==> src/rtl/spi_slave.sv <==
// spi_slave: SPI mode-0 target (MSB first, 8-bit frames) behind a 3-bit register bus (DATA/STATUS/CTRL).
// Latency: register reads return one clk after ren; SPI pins see SYNC flops plus one edge-detect flop.
// Backpressure: none; an RX byte arriving while rx_full is dropped (overrun) and an empty TX buffer sends DUMMY (underrun).
`timescale 1ns/1ps
module spi_slave #(
  parameter logic [7:0] DUMMY = 8'hFF,
  parameter int         SYNC  = 2
) (
  input  logic       clk,
  input  logic       n_rst,
  input  logic       ren,
  input  logic [2:0] raddr,
  output logic [7:0] rdata,
  input  logic       wen,
  input  logic [2:0] waddr,
  input  logic [7:0] wdata,
  input  logic       physs_n,
  input  logic       physck,
  input  logic       phymosi,
  output logic       phymiso,
  output logic       irq
);

  localparam logic [0:0] ST_IDLE   = 1'b0;
  localparam logic [0:0] ST_ACTIVE = 1'b1;

  logic [SYNC-1:0] r_ss_sync;
  logic [SYNC-1:0] r_sck_sync;
  logic [SYNC-1:0] r_mosi_sync;
  logic            r_ss_d;
  logic            r_sck_d;

  logic [0:0] r_state;
  logic [2:0] r_cnt;
  logic [6:0] r_rxsh;   // first seven bits of the byte being received
  logic [6:0] r_txsh;   // bits still to be driven after the one on phymiso
  logic       r_reload; // byte finished; next SCK fall loads a fresh TX byte

  logic [7:0] r_rx;
  logic       r_rx_full;
  logic [7:0] r_tx_buf;
  logic       r_tx_full;
  logic       r_ovr;
  logic       r_udr;
  logic [1:0] r_ctrl;

  logic       w_ss;
  logic       w_sck;
  logic       w_mosi;
  logic       w_en;
  logic       w_ss_fall;
  logic       w_ss_rise;
  logic       w_sck_rise;
  logic       w_sck_fall;
  logic       w_start;
  logic       w_end;
  logic       w_active;
  logic       w_rise_evt;
  logic       w_fall_evt;
  logic       w_byte_done;
  logic       w_load;
  logic [7:0] w_load_val;
  logic [7:0] w_rx_byte;
  logic       w_busy;
  logic       w_rd_data;
  logic       w_wr_data;
  logic       w_wr_stat;
  logic       w_wr_ctrl;

  assign w_ss   = r_ss_sync[SYNC-1];
  assign w_sck  = r_sck_sync[SYNC-1];
  assign w_mosi = r_mosi_sync[SYNC-1];
  assign w_en   = r_ctrl[0];

  assign w_ss_fall  = r_ss_d & ~w_ss;
  assign w_ss_rise  = ~r_ss_d & w_ss;
  assign w_sck_rise = w_sck & ~r_sck_d;
  assign w_sck_fall = ~w_sck & r_sck_d;

  // Clearing en mid-frame is treated exactly like the master releasing select.
  assign w_start     = w_en && (r_state == ST_IDLE) && w_ss_fall;
  assign w_end       = (r_state == ST_ACTIVE) && (!w_en || w_ss_rise);
  assign w_active    = w_en && (r_state == ST_ACTIVE) && !w_ss_rise;
  assign w_rise_evt  = w_active && w_sck_rise;
  assign w_fall_evt  = w_active && w_sck_fall;
  assign w_byte_done = w_rise_evt && (r_cnt == 3'd7);
  assign w_rx_byte   = {r_rxsh, w_mosi};

  // A load pulls the buffered byte if one is pending, otherwise DUMMY; the old buffer value is used even if written this cycle.
  assign w_load     = w_start || (w_fall_evt && r_reload);
  assign w_load_val = r_tx_full ? r_tx_buf : DUMMY;

  assign w_busy    = w_en & ~w_ss;
  assign w_rd_data = ren && (raddr == 3'd0);
  assign w_wr_data = wen && (waddr == 3'd0);
  assign w_wr_stat = wen && (waddr == 3'd1);
  assign w_wr_ctrl = wen && (waddr == 3'd2);

  // Bring the asynchronous SPI pins into clk and keep one previous sample for edge detection.
  always_ff @(posedge clk) begin
    if (!n_rst) begin
      r_ss_sync   <= '1;
      r_sck_sync  <= '0;
      r_mosi_sync <= '0;
      r_ss_d      <= 1'b1;
      r_sck_d     <= 1'b0;
    end else begin
      r_ss_sync   <= {r_ss_sync[SYNC-2:0], physs_n};
      r_sck_sync  <= {r_sck_sync[SYNC-2:0], physck};
      r_mosi_sync <= {r_mosi_sync[SYNC-2:0], phymosi};
      r_ss_d      <= w_ss;
      r_sck_d     <= w_sck;
    end
  end

  // Frame sequencer: shift MOSI in on SCK rise, drive the next MISO bit on SCK fall.
  always_ff @(posedge clk) begin
    if (!n_rst) begin
      r_state  <= ST_IDLE;
      r_cnt    <= 3'd0;
      r_rxsh   <= 7'd0;
      r_txsh   <= 7'd0;
      r_reload <= 1'b0;
      phymiso  <= 1'b1;
    end else if (!w_en || w_end) begin
      r_state  <= ST_IDLE;
      r_cnt    <= 3'd0;
      r_reload <= 1'b0;
      phymiso  <= 1'b1;
    end else if (w_start) begin
      r_state  <= ST_ACTIVE;
      r_cnt    <= 3'd0;
      r_reload <= 1'b0;
      r_txsh   <= w_load_val[6:0];
      phymiso  <= w_load_val[7];
    end else if (w_rise_evt) begin
      r_rxsh <= w_rx_byte[6:0];
      r_cnt  <= r_cnt + 3'd1;
      if (r_cnt == 3'd7) begin
        r_reload <= 1'b1;
      end
    end else if (w_fall_evt) begin
      if (r_reload) begin
        r_txsh   <= w_load_val[6:0];
        phymiso  <= w_load_val[7];
        r_reload <= 1'b0;
      end else begin
        r_txsh  <= {r_txsh[5:0], 1'b0};
        phymiso <= r_txsh[6];
      end
    end
  end

  // RX byte and overrun: a read coinciding with completion frees the slot, so the new byte is kept.
  always_ff @(posedge clk) begin
    if (!n_rst) begin
      r_rx      <= 8'd0;
      r_rx_full <= 1'b0;
      r_ovr     <= 1'b0;
    end else begin
      if (w_byte_done && (!r_rx_full || w_rd_data)) begin
        r_rx      <= w_rx_byte;
        r_rx_full <= 1'b1;
      end else if (w_rd_data) begin
        r_rx_full <= 1'b0;
      end
      if (w_byte_done && r_rx_full && !w_rd_data) begin
        r_ovr <= 1'b1;
      end else if (w_wr_stat && wdata[2]) begin
        r_ovr <= 1'b0;
      end
    end
  end

  // TX buffer and underrun: a write always wins over a same-cycle load clearing tx_full.
  always_ff @(posedge clk) begin
    if (!n_rst) begin
      r_tx_buf  <= 8'd0;
      r_tx_full <= 1'b0;
      r_udr     <= 1'b0;
    end else begin
      if (w_wr_data) begin
        r_tx_buf  <= wdata;
        r_tx_full <= 1'b1;
      end else if (w_load) begin
        r_tx_full <= 1'b0;
      end
      if (w_load && !r_tx_full) begin
        r_udr <= 1'b1;
      end else if (w_wr_stat && wdata[4]) begin
        r_udr <= 1'b0;
      end
    end
  end

  // Control register: bit0 enable, bit1 interrupt enable.
  always_ff @(posedge clk) begin
    if (!n_rst) begin
      r_ctrl <= 2'd0;
    end else if (w_wr_ctrl) begin
      r_ctrl <= wdata[1:0];
    end
  end

  // Registered read port; holds the last value while ren is low.
  always_ff @(posedge clk) begin
    if (!n_rst) begin
      rdata <= 8'd0;
    end else if (ren) begin
      case (raddr)
        3'd0:    rdata <= r_rx;
        3'd1:    rdata <= {3'b000, r_udr, w_busy, r_ovr, r_tx_full, r_rx_full};
        3'd2:    rdata <= {6'd0, r_ctrl};
        default: rdata <= 8'd0;
      endcase
    end
  end

  // Level interrupt, one clk behind the flags.
  always_ff @(posedge clk) begin
    if (!n_rst) begin
      irq <= 1'b0;
    end else begin
      irq <= r_ctrl[1] & (r_rx_full | r_ovr);
    end
  end

endmodule

==> config.mk <==
export PLATFORM = sky130hd
export DESIGN_NAME = spi_slave
export DESIGN_NICKNAME = d
export VERILOG_FILES = /design/src/rtl/spi_slave.sv
export SDC_FILE = /design/constraint.sdc
export NUM_CORES = 1
export LEC_CHECK = 0
export CAP_MARGIN = 10
export CORE_AREA = 4 4 70 72
export CTS_BUF_LIST = sky130_fd_sc_hd__clkbuf_4
export DETAILED_ROUTE_END_ITERATION = 10
export DIE_AREA = 0 0 74 76
export DONT_BUFFER_PORTS = 1
export GPL_TIMING_DRIVEN = 0
export PLACE_DENSITY = 0.85
export SYNTH_ARGS = -nofsm -noshare
export SYNTH_HDL_FRONTEND = slang
export SYNTH_SLANG_ARGS = --single-unit
==> constraint.sdc <==
create_clock -name clk -period 1.45 [get_ports clk]
set_input_delay 0.29 -clock clk [delete_from_list [all_inputs] [get_ports clk]]
set_output_delay 0.29 -clock clk [all_outputs]
set_load 0.01 [all_outputs]
; Yosys cells after proc, flatten, opt, wreduce, memory -nomap -nowiden
; Cells that the tools add are included.
[word_totals]
regBits = 59
inputBits = 21
output_inout_bits = 10
wordCells = 106
[classes]
add_sub_neg = 1
n_eq_ne = 7
n_mux = 21
bitwise = 15
n_reduce_logical = 42
[op_table]
columns = op, n
row1 = 2-to-1 mux 7 bit, 4
row2 = one-hot mux 8 bit (3 select lines), 1
row3 = logical AND 1 bit, 19
row4 = 2-to-1 mux 1 bit, 15
row5 = nonzero test 2 bit, 6
row6 = 2-to-1 mux 8 bit, 1
row7 = inverter 1 bit, 8
row8 = AND 1 bit, 6
row9 = "== test 3 x 1 -> 1 bit, second input constant", 2
row10 = "== test 3 x 2 -> 1 bit, second input constant", 2
row11 = zero test 3 bit, 2
row12 = AND reduction 3 bit, 2
row13 = zero test 1 bit, 5
row14 = logical OR 1 bit, 4
row15 = AND reduction 2 bit, 2
row16 = "adder 3 x 1 -> 3 bit, second input constant", 1
row17 = "== test 3 bit, second input constant", 1
row18 = OR reduction 3 bit, 1
row19 = "!= test 2 x 1 -> 1 bit, second input constant", 1
row20 = "!= test 2 bit, second input constant", 1
row21 = OR reduction 2 bit, 1
row22 = OR 1 bit, 1

; Logic depth before layout (Yosys ltp)
[depth]
depth_word = 9
ltp_mapped = 6
depth_no_buf = 5

; Worst setup path after synthesis
; OpenSTA, ideal clock, no wires.
[synth_timing]
path_type = input -> register
from = in raddr[0]
to = reg r_rx[0]
setup_time_ps = 72
arrival_ps = 1330
t_required_ps = 1378
path_slack_ps = 49
cell_stages = 6
path_buffers = 2
cell_sequence = buf_6 -> nor4b_4 -> nand2b_1 -> and3_1 -> buf_6 -> mux2i_1
[synth_via]
elab_chain_len = 4
[synth_lines]
columns = element, line
row1 = "start, declared", 12  ; input logic [2:0] raddr,
row2 = zero test 3 bit, 94  ; assign w_rd_data = ren && (raddr == 3'd0);
row3 = logical AND 1 bit, 94
row4 = logical OR 1 bit, 161  ; if (w_byte_done && (!r_rx_full || w_rd_data)) begin
row5 = logical AND 1 bit, 161
row6 = "end signal, assigned", 162  ; r_rx <= w_rx_byte;
row7 = "end, declared", 39  ; logic [7:0] r_rx;
; Every way passes these cells.
; A chain may end at the register's enable or synchronous reset.

; Final worst setup path
[layout_timing]
from = reg r_state
to = reg r_txsh[2]
[layout_via]
elab_chain_len = 5
elab_cells_between_ends = 14
classes_between = eq/ne (1) / mux (1) / bitwise (2) / reduce/logical (10)
[layout_lines]
columns = element, line
row1 = "start, declared", 33  ; logic [0:0] r_state;
row2 = "start signal, assigned", 119  ; r_state <= ST_IDLE;
row3 = "start signal, assigned", 126  ; r_state <= ST_IDLE;
row4 = "start signal, assigned", 131  ; r_state <= ST_ACTIVE;
row5 = logical AND 1 bit / inverter 1 bit (equally long branches), "83, 81"
row6 = "logical AND 1 bit, on equally long branches", "83, 81"
row7 = "logical AND 1 bit, on equally long branches", "84, 81, 85"
row8 = != test 2 bit (no source line) / nonzero test 2 bit (equally long branches), n/a
row9 = AND reduction 3 bit (no source line), n/a
row10 = "end signal, assigned", 134  ; r_txsh <= w_load_val[6:0];
row11 = "end signal, assigned", 144  ; r_txsh <= w_load_val[6:0];
row12 = "end signal, assigned", 148  ; r_txsh <= {r_txsh[5:0], 1'b0};
row13 = "end, declared", 36  ; logic [6:0] r_txsh;
; Several ways; a longest one is shown, not always the timed one.

==> results.tsv <==
metric	value	unit
TritonCTS buffer count	9	
placed cells	335	
Pins Over Slew Limit	0	
starting density of the core	57.9	%
slew margin rel.	65.2	%
Clock power frac	35.0	%
hold path start	wdata[5]	
total grt overflow	0	
vias per cell	5.63	
Ports	31	
largest family of logic cells by synthesized area	simple AND/OR/NAND/NOR gates	
most common cell in the netlist	nand2_1	
Async SR Flop Fraction	0	%
routed length per placed instance	15.4	µm
die area	5620	µm²
crit-path cells	and4bb_1 > buf_6 > buf_4 > buf_6 > nor3_1 > o32ai_1	
sw frac	25.1	%
Final Cycle Share	99.6	%
DRT iter0 DRCs	100	
P_leak	0.994	nW
multiplexer area fraction after synthesis	6.04	%
P_int	2.04	mW
hold_ws	0.00569	ns
share of the synthesized area in the top cell type	47.5	%
Final Util	66.6	%
flops & latches, synth	59	
TNS Setup	0	ns
Unique masters post-synth	44	
num rows	24	
number of global-route vias before repair	2004	
Compound-Gate Fraction of Synth Area	13.2	%
Critical Path AT	1.76	ns
vias after detailed routing	2051	
layout cells sized above 1	16.0	%
cell accounting for the most synthesized area	dfxtp_1	
Fmax	693	MHz
Synth Area in Simple Gates	26.1	%
PwrDens	951	nW/µm²
Worst setup startpoint	r_state	
Max Clock Skew	0.0134	ns
R2R Path Start	r_state	
critical path type	register to register	
drt pass-1 iters	7	
Mapped Cells	283	
Final setup viols	0	
final WL	5590	µm
Post-Syn Area per Cell	8.78	µm²
Clock H-tree levels	3	
RSZ-0062 raised after global routing	true	
number of I/O port buffers	0	
Hold Crit Class	input port to register	
Routed Antenna Nets	0	
clock slew at the register clock pins of the worst setup and hold paths	0.10	ns
Seq pwr share	60.4	%
clock sink count	59	
Gate power share	4.6	%
die width	74	µm
Die Span Y	76	µm
VDD IR max	0.000578	V
Hold Path Stages	2	
crit path launch type	register	
YS warnings	0	
Max Buffers Root-to-Sink	2	
initial antenna violation count	0	
Mapped Nets	306	
largest stage delay on the critical path	0.38	ns
crit-path max FO	9	
adder-cell area share of the yosys netlist	1.41	%
core area	4290	µm²
Worst R2R Path Depth	6	
Sw Pwr	684	µW
max cap viols	0	
Clock Latency Late Sink	0.41	ns
first-pass GRT wire length	9080	µm
status	completed	
Slew @ Worst Pin	0.519	ns
top cells by area, synth	dfxtp_1 (48%), nand2_1 (9.7%), mux2i_1 (6.0%), a21oi_1 (5.0%), nor3b_1 (2.4%)	
Critical Path RT	1.77	ns
synth cell count leaders	nand2_1 (64), dfxtp_1 (59), a21oi_1 (25)	
Tot GR Track Use	21.1	%
minimum clock period after layout	1.44	ns
ANT cells	0	
Seq/Total Area, Yosys	47.5	%
fin nets	330	
xor and xnor area share after synthesis	0.352	%
endpoint class of the critical path	register	
CP dominant cell by count	buf_6	
Syn Std Cell Area	2480	µm²
Post-synth EDFFs	0	
Top FF cell, synth	dfxtp_1	
Finished Layout Cells	364	
Layout area overhead	15.1	%
global placer's final weighted congestion	0.791	
slowest cell on the critical path	dfxtp_4	
Root Buffer	clkbuf_4	
final hold violation count	0	
CTS tree	yes	
post-DP HPWL	3630	µm
remaining routing DRC violations	0	
pin count of the biggest net entering global routing	11	
[final cells by class]
type / count / area [µm²]
Clock buffer: 10 / 75.1
Fill cell: 335 / 1430
Multi-Input combinational cell: 198 / 1240
Timing Repair Buffer: 15 / 134
Sequential cell: 59 / 1190
Buffer: 15 / 88.8
Inverter: 9 / 33.8
Clock inverter: 6 / 32.5
Tap cell: 52 / 65.1
[per-layer routing]
metal | up-vias | GRT usage [%] | part of all wire (%) | routed length, µm
met4 | 0 | 10.9 | 3.0 | 167
met1 | 965 | 25.6 | 41 | 2310
met3 | 16 | 5.54 | 5.2 | 292
li1 | 1016 | - | - | -
met5 | - | 0 | 0 | 0
met2 | 54 | 33.6 | 50 | 2820
[cell families (layout without fill, tap and decap cells)]
logic type / Yosys count / after routing
xor gates and xnor gates: 1 / 1
DFF: 59 / 59
buffers and inverters: 26 / 55
AOI/OAI and AO/OA: 51 / 51
and+or+nand+nor: 128 / 128
muxes: 15 / 15
adders and majority gates: 3 / 3
[placed cells by master, fill, tap and decap left out, drive strengths merged, types with 2 or more instances in the layout]
cell type | synthesis | routed
and4 | 2 | 2
dfxtp | 59 | 59
clkinvlp | 0 | 2
o2bb2ai | 2 | 2
ha | 2 | 2
nor3 | 8 | 8
o32ai | 6 | 6
nand2b | 7 | 7
inv | 8 | 8
nor2 | 13 | 13
nor3b | 8 | 8
dlygate4sd3 | 0 | 7
and2 | 8 | 8
o21ai | 2 | 2
nor2b | 9 | 9
mux2i | 15 | 15
o22ai | 4 | 4
nand4 | 2 | 2
clkinv | 1 | 5
and3 | 3 | 3
a31oi | 3 | 3
buf | 8 | 14
nand2 | 64 | 64
clkbuf | 9 | 19
a21oi | 25 | 25
[metrics by stage]
stage	setup WS [ns]	cell area [µm²]	total power [mW]
floorplan	0.0487	2480	1.76
global placement	-0.111	2550	1.79
detailed placement	-0.191	2550	1.79
CTS	-0.0138	2800	2.74
global route	-0.0772	2860	2.82
finish	0.00642	2860	2.72
[path summary, 6_finish.rpt]
check | endpoint | slack, ns
worst max-delay path | r_txsh[2] | 0.006
worst min-delay path | r_tx_buf[5] | 0.006
worst max register to register | r_txsh[2] | 0.006
worst min register to register | r_ss_sync[1] | 0.42
[critical path: cells and delay by family, from the launching register on]
kind	cells	cell delay [ns]
AO/OA/AOI/OAI	1	0.30
buffers and inverters	3	0.34
flip-flops	1	0.38
AND/OR/NAND/NOR	2	0.33
[power by group through the flow]
stage          Combinational, mW  Sequential (mW)  Clock, mW
2_1_floorplan             0.0817             1.68          0
3_3_place_gp               0.103             1.68          0
3_5_place_dp               0.105             1.68          0
4_1_cts                    0.123             1.65      0.974
5_1_grt                    0.138             1.65       1.04
6_report                   0.125             1.64      0.952
[what timing repair did]
item,in CTS,in global routing
resized for setup,11,13
setup endpoints to repair,17,27
pin swaps,7,7
hold buffers,7,0
setup buffers,6,2
hold endpoints to repair,7,0
[state kept, by name, indices dropped and copies added (netlist names), 2 cells and up]
| signal | cells |
|---|---|
| r_cnt | 3 |
| r_ctrl | 2 |
| r_mosi_sync | 2 |
| r_rx | 8 |
| r_rxsh | 7 |
| r_sck_sync | 2 |
| r_ss_sync | 2 |
| r_tx_buf | 8 |
| r_txsh | 7 |
| rdata | 8 |
Power figures use the tool's default switching activity.
